### config.mk
export PLATFORM = sky130hd
export DESIGN_NAME = regfile_wb_arbiter
export DESIGN_NICKNAME = d
export VERILOG_FILES = /design/src/rtl/regfile_wb_arbiter.sv
export SDC_FILE = /design/constraint.sdc
export NUM_CORES = 1
export LEC_CHECK = 0
export CAP_MARGIN = 20
export CORE_ASPECT_RATIO = 0.6
export CORE_UTILIZATION = 35
export DETAILED_ROUTE_END_ITERATION = 8
export PLACE_DENSITY_LB_ADDON = 0.05
export SLEW_MARGIN = 20
export SYNTH_ARGS = -nofsm -noshare
export SYNTH_HDL_FRONTEND = slang
export SYNTH_SLANG_ARGS = --single-unit
### constraint.sdc
create_clock -name CLK -period 3.7 [get_ports CLK]
set_input_delay 0.74 -clock CLK [delete_from_list [all_inputs] [get_ports CLK]]
set_output_delay 0.74 -clock CLK [all_outputs]
set_load 0.02 [all_outputs]
### src/rtl/regfile_wb_arbiter.sv
// Round-robin arbiter that shares the register file's single write port among NREQ writeback sources.
// Optional per-requester stall counters (stall_cnt, perf_clr) are enabled with `define WB_ARB_PERF_EN.
module regfile_wb_arbiter #(
  parameter int NREQ = 3,
  parameter int AW   = 5,
  parameter int DW   = 32
) (
  input  logic               CLK,
  input  logic               rst,
  input  logic               wb_stall,
  input  logic [NREQ-1:0]    req_valid,
  output logic [NREQ-1:0]    req_ready,
  input  logic [NREQ*AW-1:0] req_addr,
  input  logic [NREQ*DW-1:0] req_data,
  output logic               WE3,
  output logic [AW-1:0]      A3,
  output logic [DW-1:0]      WD3,
  input  logic [AW-1:0]      A1,
  input  logic [AW-1:0]      A2,
  output logic               fwd1,
  output logic               fwd2
`ifdef WB_ARB_PERF_EN
  ,
  output logic [NREQ*16-1:0] stall_cnt,
  input  logic               perf_clr
`endif
);

  localparam int PW = (NREQ > 1) ? $clog2(NREQ) : 1;

  logic [PW-1:0] rr_ptr;
  logic [PW-1:0] winner;
  logic          found;
  logic          xfer;
  logic [AW-1:0] win_addr;
  logic [DW-1:0] win_data;

  // Requester index k positions after base, wrapping modulo NREQ.
  function automatic logic [PW-1:0] rr_idx(input logic [PW-1:0] base, input int k);
    int s;
    s = int'(base) + k;
    if (s >= NREQ) s = s - NREQ;
    return s[PW-1:0];
  endfunction

  // NOTE: every variable assigned in always_comb gets a default first, so no latch is inferred.
  always_comb begin
    found  = 1'b0;
    winner = '0;
    for (int k = 0; k < NREQ; k++) begin
      if (!found && req_valid[rr_idx(rr_ptr, k)]) begin
        found  = 1'b1;
        winner = rr_idx(rr_ptr, k);
      end
    end
  end

  // Grants are suppressed while stalled and while reset is asserted.
  assign xfer = found & ~wb_stall & rst;

  always_comb begin
    req_ready = '0;
    if (xfer) req_ready[winner] = 1'b1;
  end

  assign win_addr = req_addr[int'(winner)*AW +: AW];
  assign win_data = req_data[int'(winner)*DW +: DW];

  // NOTE: sequential state uses non-blocking assignments so all registers update from pre-edge values.
  always_ff @(posedge CLK or negedge rst) begin
    if (!rst) begin
      WE3    <= 1'b0;
      A3     <= '0;
      WD3    <= '0;
      rr_ptr <= '0;
    end else if (xfer) begin
      WE3    <= (win_addr != '0);
      A3     <= win_addr;
      WD3    <= win_data;
      rr_ptr <= rr_idx(winner, 1);
    end else begin
      WE3    <= 1'b0;
    end
  end

  // Same-cycle read-after-write: the read port must bypass the array and take WD3.
  assign fwd1 = rst & WE3 & (A3 == A1) & (A1 != '0);
  assign fwd2 = rst & WE3 & (A3 == A2) & (A2 != '0);

`ifdef WB_ARB_PERF_EN
  for (genvar i = 0; i < NREQ; i++) begin : g_perf
    logic [15:0] cnt;
    always_ff @(posedge CLK or negedge rst) begin
      if (!rst) begin
        cnt <= '0;
      end else if (perf_clr) begin
        cnt <= '0;
      end else if (req_valid[i] && !req_ready[i] && cnt != 16'hFFFF) begin
        cnt <= cnt + 16'd1;
      end
    end
    assign stall_cnt[i*16 +: 16] = cnt;
  end
`endif

endmodule

**Word-level counts from Yosys, hierarchy flattened**

Index checks and enable logic that the tools add are counted.

- Input bits: 127
- Register bits: 40
- Output and inout port bits: 43
- Word-level logic and storage cells: 61

- Equality and inequality tests: 2
- Multipliers: 1
- Shifts and indexed selects: 2
- $lt $le $gt $ge: 9
- Add/sub/neg operators: 7
- Reductions and logical operators: 8
- Bitwise logic cells: 8
- Mux-type cells: 20

Operators by type and width:

| operator | number |
|---|---|
| 96-bit by 8-bit variable part select with 32-bit output | 1 |
| 5-bit nonzero test | 3 |
| 15-bit by 6-bit variable part select with 5-bit output | 1 |
| 2-bit 2-to-1 mux | 7 |
| 2-bit by 3-bit less-than comparator with 1-bit output (second input constant) | 4 |
| 5-bit equality test | 2 |
| 3-bit by 2-bit >= comparator with 1-bit output (second input constant) | 3 |
| 1-bit 2-to-1 mux | 8 |
| 2-bit subtractor (second input constant) | 4 |
| 1-bit AND | 7 |
| 2-bit by 1-bit adder with 3-bit output (second input constant) | 2 |
| 1-bit binary-select mux with 2-bit select | 3 |
| 2-bit by 3-bit multiplier with 5-bit output (second input constant) | 1 |
| 2-bit by 2-bit adder with 3-bit output (second input constant) | 1 |
| 1-bit logical AND | 3 |
| 3-bit 2-to-1 mux | 1 |
| 1-bit demux with 2-bit select | 1 |
| 2-bit by 1-bit >= comparator with 1-bit output (second input constant) | 1 |
| 2-bit >= comparator (second input constant) | 1 |
| 1-bit logical NOT | 2 |
| 1-bit inverter | 1 |

**Depth between registers and ports, before layout**

- Depth after elaboration: 16
- Gate-level depth with buffers: 13
- Mapped depth without buffers: 11

**Worst setup path after synthesis**

OpenSTA, ideal clock, no wires.

- Path kind: reg2out
- Start: register rr_ptr[1]
- End: output req_ready[1]
- Setup slack: 599 ps
- Stages on the path, launching flop included: 13
- Arrival: 2,361 ps
- Path buffers: 3
- Cells stage by stage: dfrtp_1 inv_1 ha_1 buf_4 mux2i_4 or2_2 o221ai_2 and2_1 buf_4 buf_4 ha_1 inv_1 nor2_1

- Longest elaborated chain between the ends: 16
- Elaborated cells between the ends (all ways): 35
- Those cells by class: 5 x add/sub; 5 x order compare; 18 x mux; 2 x bitwise; 5 x reduce/logical

Ends and longest elaborated chain:

| what | line | RTL |
|---|---|---|
| start, declared | 31 | `logic [PW-1:0] rr_ptr;` |
| start signal, assigned | 80 | `rr_ptr <= rr_idx(winner, 1);` |
| branches (longest 15 deep; another with 2-bit by 1-bit adder with 3-bit output) | n/a |  |
| 3-bit 2-to-1 mux (*) | 63 | `if (xfer) req_ready[winner] = 1'b1;` |
| end, declared | 12 | `output logic [NREQ-1:0] req_ready,` |

Every way passes the cells marked *. The select of a mux whose other input is x is not followed.

**Worst setup path in the final report**

- Start: input req_valid[2]
- End: output req_ready[1]

- Longest elaborated chain between the ends: 14
- Elaborated cells between the ends (all ways): 24
- Those cells by class: 2 x order compare; 15 x mux; 2 x bitwise; 5 x reduce/logical

Ends and longest elaborated chain:

| what | line | RTL |
|---|---|---|
| start, declared | 11 | `input logic [NREQ-1:0] req_valid,` |
| 1-bit binary-select mux with 2-bit select | 51 | `if (!found && req_valid[rr_idx(rr_ptr, k)]) begin` |
| 1-bit 2-to-1 mux (implied by the code) | 51 |  |
| 1-bit 2-to-1 mux | 51 |  |
| 1-bit logical NOT | 51 |  |
| 1-bit logical AND | 51 |  |
| 1-bit 2-to-1 mux | 51 |  |
| 1-bit logical NOT | 51 |  |
| 1-bit logical AND | 51 |  |
| 2-bit 2-to-1 mux | 51 |  |
| 2-bit by 3-bit less-than comparator with 1-bit output (implied by the code) / 2-bit by 1-bit >= comparator with 1-bit output (equally long branches) | 63 |  |
| 1-bit logical AND (implied by the code) | 63 |  |
| 1-bit 2-to-1 mux (implied by the code) | 63 |  |
| 1-bit demux with 2-bit select | 63 |  |
| 3-bit 2-to-1 mux (*) | 63 |  |

Every way passes the cells marked *; elsewhere a longest branch is shown, timed or not. The select of a mux whose other input is x is not followed.

==> results.py <==
metrics = {
    "routing": {
        "via_count": 2816,
        "via_per_inst": 4.82,
        "drt.antenna.violating_nets": 0,
        "dr.first_iter.drc_count": 72,
        "drt_wl_total_mm": 8.35,
        "routed_wire_length_per_instance_um": 14.3,
        "drt-pass1-iter-count": 4,
        "drc": 0,
    },
    "clock_network": {
        "root_buffer": "clkbuf_16",
        "clock_latency_ns": 0.28,
        "worst_setup_hold_path_clk_slew_ns": 0.06,
        "cts_hold_buffers": 0,
        "cts_htree_levels": 2,
        "tritoncts.num_buffers": 5,
        "cts.sink_count": 40,
        "clk_path_buf_depth": 2,
        "tritoncts": "done",
    },
    "timing": {
        "setup_total_negative_slack_ns": 0,
        "fin_crit_sh_pct": 95.8,
        "final-setup-viol-count": 0,
        "achievable-frequency_ghz": 0.282,
        "layout_min_cycle_time_ns": 3.55,
        "worst_slew_pin_slew_ns": 0.588,
        "timing.clock.skew_ns": 0.00279,
        "slew_headroom_pct": 60.8,
        "report.final.slew_viol_count": 0,
        "rsz_0062_raised_after_global_routing": "no",
        "hold_viol": 0,
    },
    "logic_synthesis": {
        "synth.yosys.warnings": 0,
        "number_of_distinct_standard_cells_referenced_by_the_synthesized_netlist": 47,
        "ys.flop_type": "dfrtp_1",
        "synth_area_per_cell_sq_um": 9.60,
        "synth_cell_area_sq_mm": 0.00287,
        "synth-seq-area-share_pct": 34.9,
        "synth_edf_count": 0,
        "synth_cells": 299,
        "synth.ff_latch_count": 40,
        "synthArstFlopShare_pct": 100,
        "syn-num-nets": 432,
    },
    "setup_path": {
        "worst_setup_path_endpoint": "req_ready[1]",
        "critPathKind": "in2out",
        "r2r_setup_slack_ns": 0.67,
        "cp-start-kind": "input pin",
        "worst_r2r_endpoint": "rr_ptr[0]",
        "worstSetupEndpointType": "primary output",
        "timing.critical_path.arrival_ns": 2.81,
        "critical_path_required_ns": 2.96,
        "worst_r2r_startpoint": "rr_ptr[1]",
        "worst-path-max-fanout": 4,
        "crit_path_start": "req_valid[2]",
        "worst-r2r-cell-count": 9,
    },
    "die": {
        "std_cell_rows": 25,
        "die_x_um": 119,
        "start_util_pct": 36.3,
        "ports": 170,
        "fp.dieArea_sq_mm": 0.00858,
        "die_h_um": 72.1,
        "placeableCoreArea_sq_mm": 0.00791,
    },
    "grt": {
        "grt_use_total_pct": 19.4,
        "wire_length_of_the_first_global_routing_pass_mm": 13.0,
        "grt_max_degree": 69,
        "grt_antenna_before_repair": 0,
        "global_route.overflow_total": 0,
        "via_count_of_the_first_global_routing_pass": 2658,
    },
    "place": {
        "hpwlAfterDp_mm": 6.74,
        "gpl.final_weighted_congestion": 0.862,
        "io_buffers": 169,
        "placement.cell_area_sq_mm": 0.00471,
    },
    "cells_and_area": {
        "layout-drive-gt1-share_pct": 12.2,
        "synthToLayoutAreaGrowth_pct": 70.5,
        "nFillCells": 707,
        "fin_area_sq_mm": 0.00489,
        "layout.nets": 608,
        "antenna-diode-count": 0,
        "commonest_non_fill_non_tap_cell_in_the_layout": "clkdlybuf4s50_1",
        "commonest_cells_after_routing_fill_and_taps_aside": "clkdlybuf4s50_1, nand2_1, dfrtp_1",
    },
    "power": {
        "worst_supply_voltage_drop_on_vdd_mv": 0.356,
        "cellPowerDensity_mw_per_mm2": 769,
        "power.static_leakage_nw": 2.22,
    },
    "outcome": {
        "outcome": "completed",
    },
    "min_path": {
        "holdCritPathClass": "in2async",
    },
    "run": {
        "cap_violations": 0,
    },
}
==> flip-flops by register name, summed over array words and instances (netlist names) <==
name	flops
WD3	32
A3	5
WE3	1
rr_ptr	2
==> how the worst min path moves through the flow <==
stage / start / end / cells past startpoint / slack, ns
after detailed placement: WD3[19] / WD3[19] / 2 / 0.48
final: rst / rr_ptr[0] / 1 / 0.30
after global placement: WD3[8] / WD3[8] / 2 / 0.46
after floorplan: rst / A3[0] / 0 / 0.44
after global routing: rst / rr_ptr[0] / 1 / 0.29
after CTS: rst / rr_ptr[0] / 1 / 0.29
==> cell families (layout without fill, tap and decap cells) <==
family	Yosys count	after routing	synth area share, %
adders and majority gates	6	6	2.62
AOI/OAI and AO/OA	67	67	15.3
xor gates and xnor gates	8	8	2.44
muxes	73	73	27.4
DFF	40	40	34.9
and+or+nand+nor	74	74	11.9
buffers and inverters	31	208	5.49
==> metal layers <==
metal / share of wire, % / global-route usage [%] / wire [um] / vias to the layer above
met4: 0.65 / 4.22 / 54 / 0
met3: 10 / 7.15 / 845 / 5
li1: - / - / - / 1415
met1: 48 / 26.1 / 3970 / 1277
met5: 0 / 0 / 0 / -
met2: 42 / 30.0 / 3480 / 119
==> through the flow <==
step / util [%] / worst slack, ns / total power (W) / hold WS (ns) / cells
after floorplan: - / 0.599 / 0.00241 / 0.444 / 299
after global placement: 59.5 / -0.0831 / 0.00328 / 0.461 / 574
after detailed placement: 59.5 / -0.150 / 0.00331 / 0.477 / 574
after CTS: 61.7 / 0.0711 / 0.00381 / 0.290 / 583
after global routing: 61.8 / 0.0232 / 0.00404 / 0.290 / 584
final: 61.8 / 0.154 / 0.00376 / 0.298 / 584
==> cells in the mapped netlist, types with 2 or more instances <==
| library cell | n | area (sq um) |
|---|---|---|
| nor2_1 | 6 | 22.5 |
| nor4_1 | 4 | 25.0 |
| mux2i_1 | 38 | 380 |
| nor3b_1 | 2 | 15.0 |
| nand2_1 | 45 | 169 |
| inv_1 | 10 | 37.5 |
| mux2_1 | 13 | 146 |
| o21ai_1 | 28 | 140 |
| nor3_1 | 3 | 15.0 |
| and2_1 | 2 | 12.5 |
| a21o_1 | 3 | 22.5 |
| mux2_2 | 21 | 236 |
| buf_4 | 7 | 52.6 |
| o2111ai_1 | 2 | 17.5 |
| nand3_1 | 2 | 10.0 |
| dfrtp_1 | 40 | 1000 |
| nand2b_1 | 2 | 12.5 |
| xnor2_1 | 6 | 52.6 |
| xor2_1 | 2 | 17.5 |
| o22a_1 | 3 | 26.3 |
| buf_2 | 11 | 55.1 |
| nor2b_1 | 2 | 12.5 |
| a21oi_1 | 5 | 25.0 |
| o21ai_0 | 10 | 50.1 |
| o211ai_1 | 4 | 30.0 |
| ha_1 | 6 | 75.1 |
| and3b_1 | 2 | 17.5 |
==> report_power, final <==
| group | internal (W) | switching, W |
|---|---|---|
| Clock | 0.000317 | 0.000159 |
| Sequential | 0.000644 | 0.000149 |
| Combinational | 0.00126 | 0.00124 |
==> area by class of cell <==
type / instances / area, sq um / share of cell area (%)
inverter: 11 / 41.3 / 0.844
multi-input combinational: 228 / 1720 / 35.0
tap: 108 / 135 / 2.76
clock inverter: 2 / 35.0 / 0.716
sequential: 40 / 1000 / 20.4
timing repair buffer: 189 / 1840 / 37.6
clock buffer: 6 / 129 / 2.63
==> critical path, stage by stage <==
cell	delay [ns]
clkdlybuf4s50_1	0.46
mux2i_1	0.20
nor2_1	0.09
or2_1	0.26
nor3b_1	0.21
o21bai_1	0.10
and2_1	0.16
ha_1	0.17
inv_1	0.05
nor2_1	0.03
dlygate4sd2_1	0.33
==> repair_timing <==
| item | 4_1_cts | 5_1_grt |
|---|---|---|
| setup buffers | 1 | 1 |
| pin swaps | 0 | 0 |
| resized for setup | 3 | 3 |
| endpoints found under the setup margin | 3 | 2 |
Note: power is estimated with default switching activity, not from simulation.
